<file path="config.mk">
export PLATFORM = sky130hd
export DESIGN_NAME = skeleton_bus_arbiter
export DESIGN_NICKNAME = d
export VERILOG_FILES = /design/src/rtl/skeleton_bus_arbiter.sv
export SDC_FILE = /design/constraint.sdc
export NUM_CORES = 1
export LEC_CHECK = 0
export ABC_AREA = 1
export CAP_MARGIN = 25
export CELL_PAD_IN_SITES_DETAIL_PLACEMENT = 0
export CELL_PAD_IN_SITES_GLOBAL_PLACEMENT = 1
export CORE_ASPECT_RATIO = 1.75
export CORE_MARGIN = 4
export CORE_UTILIZATION = 29
export CTS_CLUSTER_SIZE = 14
export DETAILED_ROUTE_END_ITERATION = 10
export GPL_TIMING_DRIVEN = 0
export PLACE_DENSITY = 0.81
export SETUP_SLACK_MARGIN = 0.4
export SYNTH_ARGS = -nofsm -noshare
export SYNTH_HDL_FRONTEND = slang
export SYNTH_SLANG_ARGS = --single-unit
</file>
<file path="constraint.sdc">
create_clock -name clk -period 2.9 [get_ports clk]
set_input_delay 0.435 -clock clk [delete_from_list [all_inputs] [get_ports clk]]
set_output_delay 0.435 -clock clk [all_outputs]
set_load 0.02 [all_outputs]
</file>
<file path="src/rtl/skeleton_bus_arbiter.sv">
// rtl/skeleton_bus_arbiter.sv - round-robin N-master / M-slave register bus interconnect
module skeleton_bus_arbiter #(
  parameter int NUM_MASTERS = 4,
  parameter int NUM_SLAVES  = 2,
  parameter int ADDR_W      = 16,
  parameter int DATA_W      = 16,
  parameter logic [NUM_SLAVES*ADDR_W-1:0] SLAVE_BASE = {16'd35840, 16'd8192},
  parameter logic [NUM_SLAVES*ADDR_W-1:0] SLAVE_SIZE = {16'd1024, 16'd256},
  parameter int TIMEOUT     = 255
) (
  input  logic                          clk,
  input  logic                          rst,
  input  logic [NUM_MASTERS-1:0]        m_req,
  input  logic [NUM_MASTERS-1:0]        m_we,
  input  logic [NUM_MASTERS*ADDR_W-1:0] m_addr,
  input  logic [NUM_MASTERS*DATA_W-1:0] m_wdata,
  output logic [NUM_MASTERS-1:0]        m_ack,
  output logic [NUM_MASTERS-1:0]        m_err,
  output logic [DATA_W-1:0]             m_rdata,
  output logic [NUM_SLAVES-1:0]         s_sel,
  output logic                          s_we,
  output logic [ADDR_W-1:0]             s_addr,
  output logic [DATA_W-1:0]             s_wdata,
  input  logic [NUM_SLAVES-1:0]         s_ack,
  input  logic [NUM_SLAVES*DATA_W-1:0]  s_rdata
);

  localparam int MW = (NUM_MASTERS > 1) ? $clog2(NUM_MASTERS) : 1;
  localparam int SW = (NUM_SLAVES > 1) ? $clog2(NUM_SLAVES) : 1;
  localparam logic [15:0] TO_LAST = 16'(TIMEOUT - 1);
  localparam logic [ADDR_W:0] ADDR_LIMIT = {1'b1, {ADDR_W{1'b0}}};

  // Parameter sanity: reject empty windows and windows running past the address space
  if (NUM_MASTERS < 1 || NUM_MASTERS > 8) begin : g_bad_nm
    $error("skeleton_bus_arbiter: NUM_MASTERS out of range 1..8");
  end
  if (NUM_SLAVES < 1 || NUM_SLAVES > 8) begin : g_bad_ns
    $error("skeleton_bus_arbiter: NUM_SLAVES out of range 1..8");
  end
  if (TIMEOUT < 1 || TIMEOUT > 65535) begin : g_bad_to
    $error("skeleton_bus_arbiter: TIMEOUT out of range 1..65535");
  end
  for (genvar k = 0; k < NUM_SLAVES; k++) begin : g_map_check
    localparam logic [ADDR_W:0] BASE_K = {1'b0, SLAVE_BASE[k*ADDR_W +: ADDR_W]};
    localparam logic [ADDR_W:0] SIZE_K = {1'b0, SLAVE_SIZE[k*ADDR_W +: ADDR_W]};
    if (SIZE_K == '0) begin : g_zero_size
      $error("skeleton_bus_arbiter: slave window size must be non-zero");
    end
    if (BASE_K + SIZE_K > ADDR_LIMIT) begin : g_overflow
      $error("skeleton_bus_arbiter: slave window exceeds address space");
    end
  end

  typedef enum logic [1:0] {
    ST_IDLE   = 2'd0,
    ST_ACCESS = 2'd1,
    ST_RESP   = 2'd2
  } state_t;

  state_t                  state_q,   state_d;
  logic [MW-1:0]           rr_q,      rr_d;
  logic [MW-1:0]           win_q,     win_d;
  logic [SW-1:0]           slv_q,     slv_d;
  logic [15:0]             cnt_q,     cnt_d;
  logic [NUM_MASTERS-1:0]  m_ack_q,   m_ack_d;
  logic [NUM_MASTERS-1:0]  m_err_q,   m_err_d;
  logic [DATA_W-1:0]       m_rdata_q, m_rdata_d;
  logic [NUM_SLAVES-1:0]   s_sel_q,   s_sel_d;
  logic                    s_we_q,    s_we_d;
  logic [ADDR_W-1:0]       s_addr_q,  s_addr_d;
  logic [DATA_W-1:0]       s_wdata_q, s_wdata_d;

  logic                    arb_found;
  logic [MW-1:0]           arb_idx;
  logic [MW-1:0]           cand;
  logic [ADDR_W-1:0]       sel_addr;
  logic                    sel_we;
  logic [DATA_W-1:0]       sel_wdata;
  logic                    dec_hit;
  logic [SW-1:0]           dec_idx;
  logic [ADDR_W-1:0]       dec_local;
  logic                    slv_ack;
  logic [DATA_W-1:0]       slv_rdata;

  // Round-robin pick: first requester strictly after the last winner, wrapping
  always_comb begin
    arb_found = 1'b0;
    arb_idx   = rr_q;
    cand      = rr_q;
    for (int i = 1; i <= NUM_MASTERS; i++) begin
      cand = MW'((int'(rr_q) + i) % NUM_MASTERS);
      if (!arb_found && m_req[cand]) begin
        arb_found = 1'b1;
        arb_idx   = cand;
      end
    end
  end

  assign sel_addr  = m_addr[arb_idx*ADDR_W +: ADDR_W];
  assign sel_we    = m_we[arb_idx];
  assign sel_wdata = m_wdata[arb_idx*DATA_W +: DATA_W];

  // Address decode with one spare bit so base+size never wraps; scanning down lets the lowest slave win
  always_comb begin
    dec_hit   = 1'b0;
    dec_idx   = '0;
    dec_local = '0;
    for (int k = NUM_SLAVES - 1; k >= 0; k--) begin
      if (({1'b0, sel_addr} >= {1'b0, SLAVE_BASE[k*ADDR_W +: ADDR_W]}) &&
          ({1'b0, sel_addr} <  ({1'b0, SLAVE_BASE[k*ADDR_W +: ADDR_W]} +
                                {1'b0, SLAVE_SIZE[k*ADDR_W +: ADDR_W]}))) begin
        dec_hit   = 1'b1;
        dec_idx   = SW'(k);
        dec_local = sel_addr - SLAVE_BASE[k*ADDR_W +: ADDR_W];
      end
    end
  end

  // Only the slave currently being accessed may complete the transfer
  assign slv_ack   = s_ack[slv_q];
  assign slv_rdata = s_rdata[slv_q*DATA_W +: DATA_W];

  // Next-state and registered-output computation for the transfer FSM
  always_comb begin
    state_d   = state_q;
    rr_d      = rr_q;
    win_d     = win_q;
    slv_d     = slv_q;
    cnt_d     = cnt_q;
    m_ack_d   = '0;
    m_err_d   = '0;
    m_rdata_d = '0;
    s_sel_d   = s_sel_q;
    s_we_d    = s_we_q;
    s_addr_d  = s_addr_q;
    s_wdata_d = s_wdata_q;
    case (state_q)
      ST_IDLE: begin
        if (arb_found) begin
          rr_d  = arb_idx;
          win_d = arb_idx;
          if (dec_hit) begin
            state_d          = ST_ACCESS;
            slv_d            = dec_idx;
            cnt_d            = '0;
            s_sel_d          = '0;
            s_sel_d[dec_idx] = 1'b1;
            s_we_d           = sel_we;
            s_addr_d         = dec_local;
            s_wdata_d        = sel_wdata;
          end else begin
            state_d          = ST_RESP;
            m_err_d[arb_idx] = 1'b1;
          end
        end
      end
      ST_ACCESS: begin
        if (slv_ack || cnt_q == TO_LAST) begin
          state_d   = ST_RESP;
          s_sel_d   = '0;
          s_we_d    = 1'b0;
          s_addr_d  = '0;
          s_wdata_d = '0;
          if (slv_ack) begin
            m_ack_d[win_q] = 1'b1;
            m_rdata_d      = s_we_q ? '0 : slv_rdata;
          end else begin
            m_err_d[win_q] = 1'b1;
          end
        end else begin
          cnt_d = cnt_q + 16'd1;
        end
      end
      ST_RESP: begin
        state_d = ST_IDLE;
      end
      default: begin
        state_d = ST_IDLE;
        s_sel_d = '0;
      end
    endcase
  end

  // State and output registers; reset clears every bus output immediately
  always_ff @(posedge clk or posedge rst) begin
    if (rst) begin
      state_q   <= ST_IDLE;
      rr_q      <= MW'(NUM_MASTERS - 1);
      win_q     <= '0;
      slv_q     <= '0;
      cnt_q     <= '0;
      m_ack_q   <= '0;
      m_err_q   <= '0;
      m_rdata_q <= '0;
      s_sel_q   <= '0;
      s_we_q    <= 1'b0;
      s_addr_q  <= '0;
      s_wdata_q <= '0;
    end else begin
      state_q   <= state_d;
      rr_q      <= rr_d;
      win_q     <= win_d;
      slv_q     <= slv_d;
      cnt_q     <= cnt_d;
      m_ack_q   <= m_ack_d;
      m_err_q   <= m_err_d;
      m_rdata_q <= m_rdata_d;
      s_sel_q   <= s_sel_d;
      s_we_q    <= s_we_d;
      s_addr_q  <= s_addr_d;
      s_wdata_q <= s_wdata_d;
    end
  end

  assign m_ack   = m_ack_q;
  assign m_err   = m_err_q;
  assign m_rdata = m_rdata_q;
  assign s_sel   = s_sel_q;
  assign s_we    = s_we_q;
  assign s_addr  = s_addr_q;
  assign s_wdata = s_wdata_q;

endmodule

</file>
After elaboration in Yosys (flattened, before gate mapping)

Index checks and enable logic that the tools add are counted.

Magnitude comparators: 15
Reduce and logical (&&, ||, !) cells: 20
Add/subtract/negate cells: 7
Bitwise operators: 1
Mux-type cells: 66
Equal/unequal tests: 7
Shifts and indexed selects: 3

Operators with widths:

| operator                 | number |
|---|---|
| $mux W16                 | 14 |
| $shiftx A64 B7 Y16       | 2 |
| $pmux W16 S2             | 3 |
| $shiftx A32 B6 Y16       | 1 |
| $mux W4                  | 7 |
| $mux W1                  | 20 |
| $mux W2                  | 10 |
| $lt A2 B3 Y1 const B     | 6 |
| $add A16 B1 Y16 const B  | 1 |
| $eq A16 B8 Y1 const B    | 1 |
| $ge A16 B14 Y1 const B   | 1 |
| $ge A16 B16 Y1 const B   | 1 |
| $lt A16 B14 Y1 const B   | 1 |
| $lt A16 B16 Y1 const B   | 1 |
| $sub A16 B14 Y16 const B | 1 |
| $sub A16 B16 Y16 const B | 1 |
| $reduce_and A4 Y1        | 3 |
| $bmux W1 S2              | 5 |
| $logic_and A1 B1 Y1      | 8 |
| $ne A2 B2 Y1 const B     | 4 |
| $pmux W4 S2              | 1 |
| $pmux W2 S3              | 1 |
| $add A2 B1 Y2 const B    | 2 |
| $add A2 B2 Y2 const B    | 2 |
| 16 further kinds         | 22 |

Output and inout port bits: 59
Register bits: 82

Logic depth before layout (Yosys ltp)

Gate-level depths: netlist (run 1).

Word-level depth: 25
Depth in mapped cells: 23

Least setup slack after synthesis (run 1)

OpenSTA, ideal clock, no wires.

Path type: reg2reg
From: register rr_q[0]
To: register cnt_q[9]
Cell stages (with the launch flop): 22
Clock period less this slack: 2.534 ns
Buffers on the path: 3
Arrival time: 2.410 ns
Setup slack: 0.366 ns
Path through: dfstp_2 -> buf_6 -> nand2_1 -> nand2_1 -> nand2_2 -> nand2_4 -> nand2_4 -> nand2_2 -> nand2_4 -> nand2_4 -> buf_6 -> nand2_1 -> nand3_1 -> nand2_1 -> inv_1 -> ha_1 -> nand3_4 -> nand3_4 -> nand2_2 -> buf_2 -> nand2_1 -> o21ai_1

Word-level cells in the longest chain between the ends: 20
Elaborated cells between the ends (all ways): 38
Those cells by class: 4 x add/sub; 4 x order compare; 2 x eq/ne; 1 x shift; 18 x mux; 9 x reduce/logical

Ends and longest elaborated chain:

| what                                             | line     | RTL |
|---|---|---|
| from (decl)                                      | 61       | `logic [MW-1:0] rr_q, rr_d;` |
| from (signal assigned)                           | 188      | `rr_q <= MW'(NUM_MASTERS - 1);` |
| from (signal assigned)                           | 201      | `rr_q <= rr_d;` |
| $add A2 B1 Y2                                    | 91       | `cand = MW'((int'(rr_q) + i) % NUM_MASTERS);` |
| $bmux W1 S2                                      | 92       | `if (!arb_found && m_req[cand]) begin` |
| $mux W1 (implied by the code)                    | 92       |  |
| $mux W1                                          | 92       |  |
| $logic_not A1 Y1                                 | 92       |  |
| $logic_and A1 B1 Y1                              | 92       |  |
| $mux W1                                          | 92       |  |
| $logic_not A1 Y1                                 | 92       |  |
| [... 3 more ...]                                 | n/a      |  |
| $logic_and A1 B1 Y1                              | 92       |  |
| $mux W2                                          | 92       |  |
| $shiftx A64 B7 Y16                               | 99       | `assign sel_addr = m_addr[arb_idx*ADDR_W +: ADDR_W];` |
| $ge A16 B16 Y1 or $lt A16 B16 Y1 (tied branches) | 109, 110 |  |
| $logic_and A1 B1 Y1                              | 109      | `if (({1'b0, sel_addr} >= {1'b0, SLAVE_BASE[k*ADDR_W +: ADDR_W]}) &&` |
| $mux W1 (2 in series)                            | 109      |  |
| $ne A2 B2 Y1 (no source line)                    | n/a      |  |
| $reduce_and A4 Y1 (no source line) (*)           | n/a      |  |
| to (signal assigned)                             | 204      | `cnt_q <= cnt_d;` |
| to (decl)                                        | 64       | `logic [15:0] cnt_q, cnt_d;` |

Every way passes the cells marked *; elsewhere a longest branch is shown, timed or not. The select of a mux whose other input is x is not followed.
A chain may end at the register's enable or synchronous reset.

Worst setup path after layout (run 1)

From: register rr_q[0]
To: register s_addr_q[4], in the netlist s_addr[4]

Word-level cells in the longest chain between the ends: 21
Elaborated cells between the ends (all ways): 45
Those cells by class: 6 x add/sub; 4 x order compare; 2 x eq/ne; 1 x shift; 23 x mux; 9 x reduce/logical

Ends and longest elaborated chain:

| what                                             | line     | RTL |
|---|---|---|
| $add A2 B1 Y2                                    | 91       |  |
| $bmux W1 S2                                      | 92       |  |
| $mux W1 (implied by the code)                    | 92       |  |
| $mux W1                                          | 92       |  |
| $logic_not A1 Y1                                 | 92       |  |
| $logic_and A1 B1 Y1                              | 92       |  |
| $mux W1                                          | 92       |  |
| $logic_not A1 Y1                                 | 92       |  |
| [... 4 more ...]                                 | n/a      |  |
| $mux W2                                          | 92       |  |
| $shiftx A64 B7 Y16                               | 99       |  |
| $ge A16 B16 Y1 or $lt A16 B16 Y1 (tied branches) | 109, 110 |  |
| $logic_and A1 B1 Y1                              | 109      |  |
| $mux W16 (2 in series)                           | 109      |  |
| $mux W16                                         | 142      | `if (dec_hit) begin` |
| $mux W16                                         | 139      | `if (arb_found) begin` |
| $pmux W16 S2                                     | 137      | `case (state_q)` |
| to (signal assigned)                             | 210      | `s_addr_q <= s_addr_d;` |
| to (decl)                                        | 70       | `logic [ADDR_W-1:0] s_addr_q, s_addr_d;` |

Several ways; a longest one is shown, not always the timed one. The select of a mux whose other input is x is not followed.

==> results.toml, run 1 <==
[status]
outcome = "finished, final reports clean"

[sta]
tns_ps = 0
fin_crit_ps = 2775
setup_viol_count_final = 0
finalMaxSlewViolations = 0
period_share = 0.9570
fmax_mhz = 360.3
slew_headroom = 0.5418
clock-skew-final_ps = 8.201
final_hold_viol_count = 0
tightestPinTransition_ps = 685.9
rsz0062_at_grt = "yes"

[global_route]
use_met1 = 0.2042
grt_max_degree = 31
grt_use_total = 0.1897
grt_pass1_vias = 5608
use_met2 = 0.3597
antenna_found_initial = 0
grt_overflow = 0
grt_pass1_wl_um = 28890
met3_usage = 0.04055
top_usage_layer = "met2"

[synthesis]
yosysWarnings = 0
yosys.area.top_type_share = 0.4011
ys_ff_latch = 82
synth_cells = 703
synth.avg_cell_area_um2 = 7.100
ys_async_sr_fraction = 1.000
synth-seq-area-share = 0.4116
syn-num-nets = 878
yosysTopAreaCell = "dfrtp_1"
synth_edf_count = 0
yosys.cell_types.count = 35
synth.area.top_cells = "dfrtp_1, nand2_1, nand3_1"
synthFlopType = "dfrtp_1"
synthesis.area_um2 = 4991

[drt]
drc = 0
num_vias = 5658
viasPerCell = 4.672
ant_nets = 0
wirelength_um = 19280
drt_iter0_markers = 184
route.detailed.wl_per_inst_um = 15.92
drtPass1Iterations = 4

[die]
die_w_um = 107.2
dieArea_um2 = 19460
coreArea_um2 = 16950
start_util = 0.2945
num_rows = 63
die_h_um = 181.5
io_pins = 231

[placed_design]
port_buffers = 230
dpl_cell_area_um2 = 7629
dp_hpwl_um = 14820
gp_congestion = 0.8805

[clocking]
tritoncts = "done"
cts-root-buf = "clkbuf_16"
clkLatencyLatePin_ps = 340
cts_buffers = 9
clkSinkCount = 82
cts_buffer_depth = 2
clk_pin_slew_ps = 60
h-tree-depth = 3
cts-hold-fix-buffers = 0

[setup_path]
crit_path_start_kind = "flop"
crit_type = "reg -> reg"
worst-path-max-fanout = 6
end_kind = "flop"
critical_path_arrival_ps = 3010
required_ps = 3130
crit_path_start = "rr_q[0]$_DFFE_PP1P_"
r2r_start = "rr_q[0]$_DFFE_PP1P_"

[cells_and_area]
drive_gt1_frac = 0.1657
design_area_um2 = 8567
n_antenna_cell = 0
nFillCells = 1692
final_cell_mix = "nand2_1, clkdlybuf4s50_1, dfrtp_1"
final_common_cell = "nand2_1"
area_growth_pct = 71.65
nets = 1154

[power_and_ir_drop]
p_leak_nw = 3.968
ir_drop_mv = 0.9130
p_per_area_nw_per_um2 = 1169

[job]
cap_violations = 0

[min_path]
hp-class = "reg -> reg"
hp-start = "s_wdata[3]$_DFFE_PP0P_"
## kinds of logic (layout without fill, tap and decap cells)
family / Yosys count / count (layout) / synth area share
xor+xnor: 1 / 1 / 0.001755
fa+ha+maj: 3 / 3 / 0.007521
flops: 82 / 82 / 0.4116
simple gates: 431 / 431 / 0.3823
buf+inv: 91 / 372 / 0.08172
compound gates: 95 / 95 / 0.1151
## cells in the mapped netlist (2+ instances only)
cell      instances
a22oi_1          32
dfrtp_1          80
nand4_1          12
nand2_1         281
o21ai_1          18
nor3_1            4
o32ai_1           2
nand3_1          58
o21ai_0          18
buf_6             5
nand3_4           3
or2_2             4
nor2_2            5
clkbuf_1         12
buf_4             4
buf_2             9
nor2_1           33
inv_2             5
nand2_2          15
nand3b_1          5
nor4_1            3
dfstp_2           2
a21oi_1          21
nand2_4           6
inv_1            54
ha_1              3
## power by group
| part | leakage, nW | internal [mW] | switching (mW) |
|---|---|---|---|
| sequential | 1.13 | 1.36 | 0.121 |
| clock | 0.144 | 0.675 | 0.496 |
| combinational | 2.70 | 3.00 | 4.36 |
## through the flow
step	std cells	setup slack (ps)	hold slack (ps)	power, mW	util
after global routing	1211	-51.75	497.8	10.83	0.5055
after detailed placement	1162	-356.3	457.4	7.289	0.4501
after CTS	1191	143.0	473.7	8.887	0.4770
after floorplan	703	400.5	461.2	5.400	-
final	1211	124.8	473.2	10.01	0.5055
after global placement	1160	-365.1	452.6	7.285	0.4478
## worst paths after layout
check	slack [ps]	cells past startpoint	to
max	120	23	s_addr[4]$_DFFE_PP0P_
min	470	2	s_wdata[3]$_DFFE_PP0P_
max reg2reg	120	23	s_addr[4]$_DFFE_PP0P_
min reg2reg	470	2	s_wdata[3]$_DFFE_PP0P_
max in group asynchronous	1500	4	rr_q[0]$_DFFE_PP1P_
min in group asynchronous	540	2	m_rdata[14]$_DFF_PP0_
## sequential cells by signal, indices dropped and copies added (netlist names)
name	cells
s_sel	2
s_we	1
m_rdata	16
rr_q	2
state_q	2
win_q	2
slv_q	1
m_err	4
s_wdata	16
m_ack	4
cnt_q	16
s_addr	16
## layout make-up
cell class | count | area [µm²] | area share
clock inverter | 7 | 78.83 | 0.009201
tap | 227 | 284.0 | 0.03315
clock buffer | 9 | 225.2 | 0.02629
multi-input combinational | 530 | 2784 | 0.3250
sequential | 82 | 2054 | 0.2398
timing repair buffer | 265 | 2629 | 0.3068
inverter | 61 | 251.5 | 0.02936
buffer | 30 | 260.3 | 0.03038
## critical path: stages, from the launching register on
cell and delay (ps):
dfstp_2 610, buf_8 170, nand2_4 70, nand2_4 90
nand2_4 60, nand2_4 100, nand2_4 70, nand2_2 60
nand2_2 50, nand2_2 80, nand2_4 70, inv_2 60
buf_6 120, nand2_1 70, nand2_2 80, inv_2 50
ha_4 150, nand3_4 120, nand3_4 130, nand2_8 150
inv_8 50, buf_4 150, nand2_1 60, nand2_1 40
## routing by layer
| metal | routed length (µm) | part of all wire |
|---|---|---|
| met1 | 7133 | 0.37 |
| met5 | 0 | 0 |
| met3 | 964 | 0.050 |
| met4 | 461 | 0.024 |
| met2 | 10720 | 0.56 |
## repair_timing
action	CTS	global route
setup endpoints to repair	58	68
resized for setup	20	90
buffers inserted	13	15
gates cloned	0	5
pin swaps	6	20
(Power assumes the default switching activity.)
==> inputs of run 2 (changes only) <==
--- a/config.mk
+++ b/config.mk
@@ -6,7 +6,7 @@
 export NUM_CORES = 1
 export LEC_CHECK = 0
 export ABC_AREA = 1
-export CAP_MARGIN = 25
+export CAP_MARGIN = 20
 export CELL_PAD_IN_SITES_DETAIL_PLACEMENT = 0
 export CELL_PAD_IN_SITES_GLOBAL_PLACEMENT = 1
 export CORE_ASPECT_RATIO = 1.75
==> results of run 2 <==
Same layout as run 1: the final DEF is identical, and so are final timing and power.
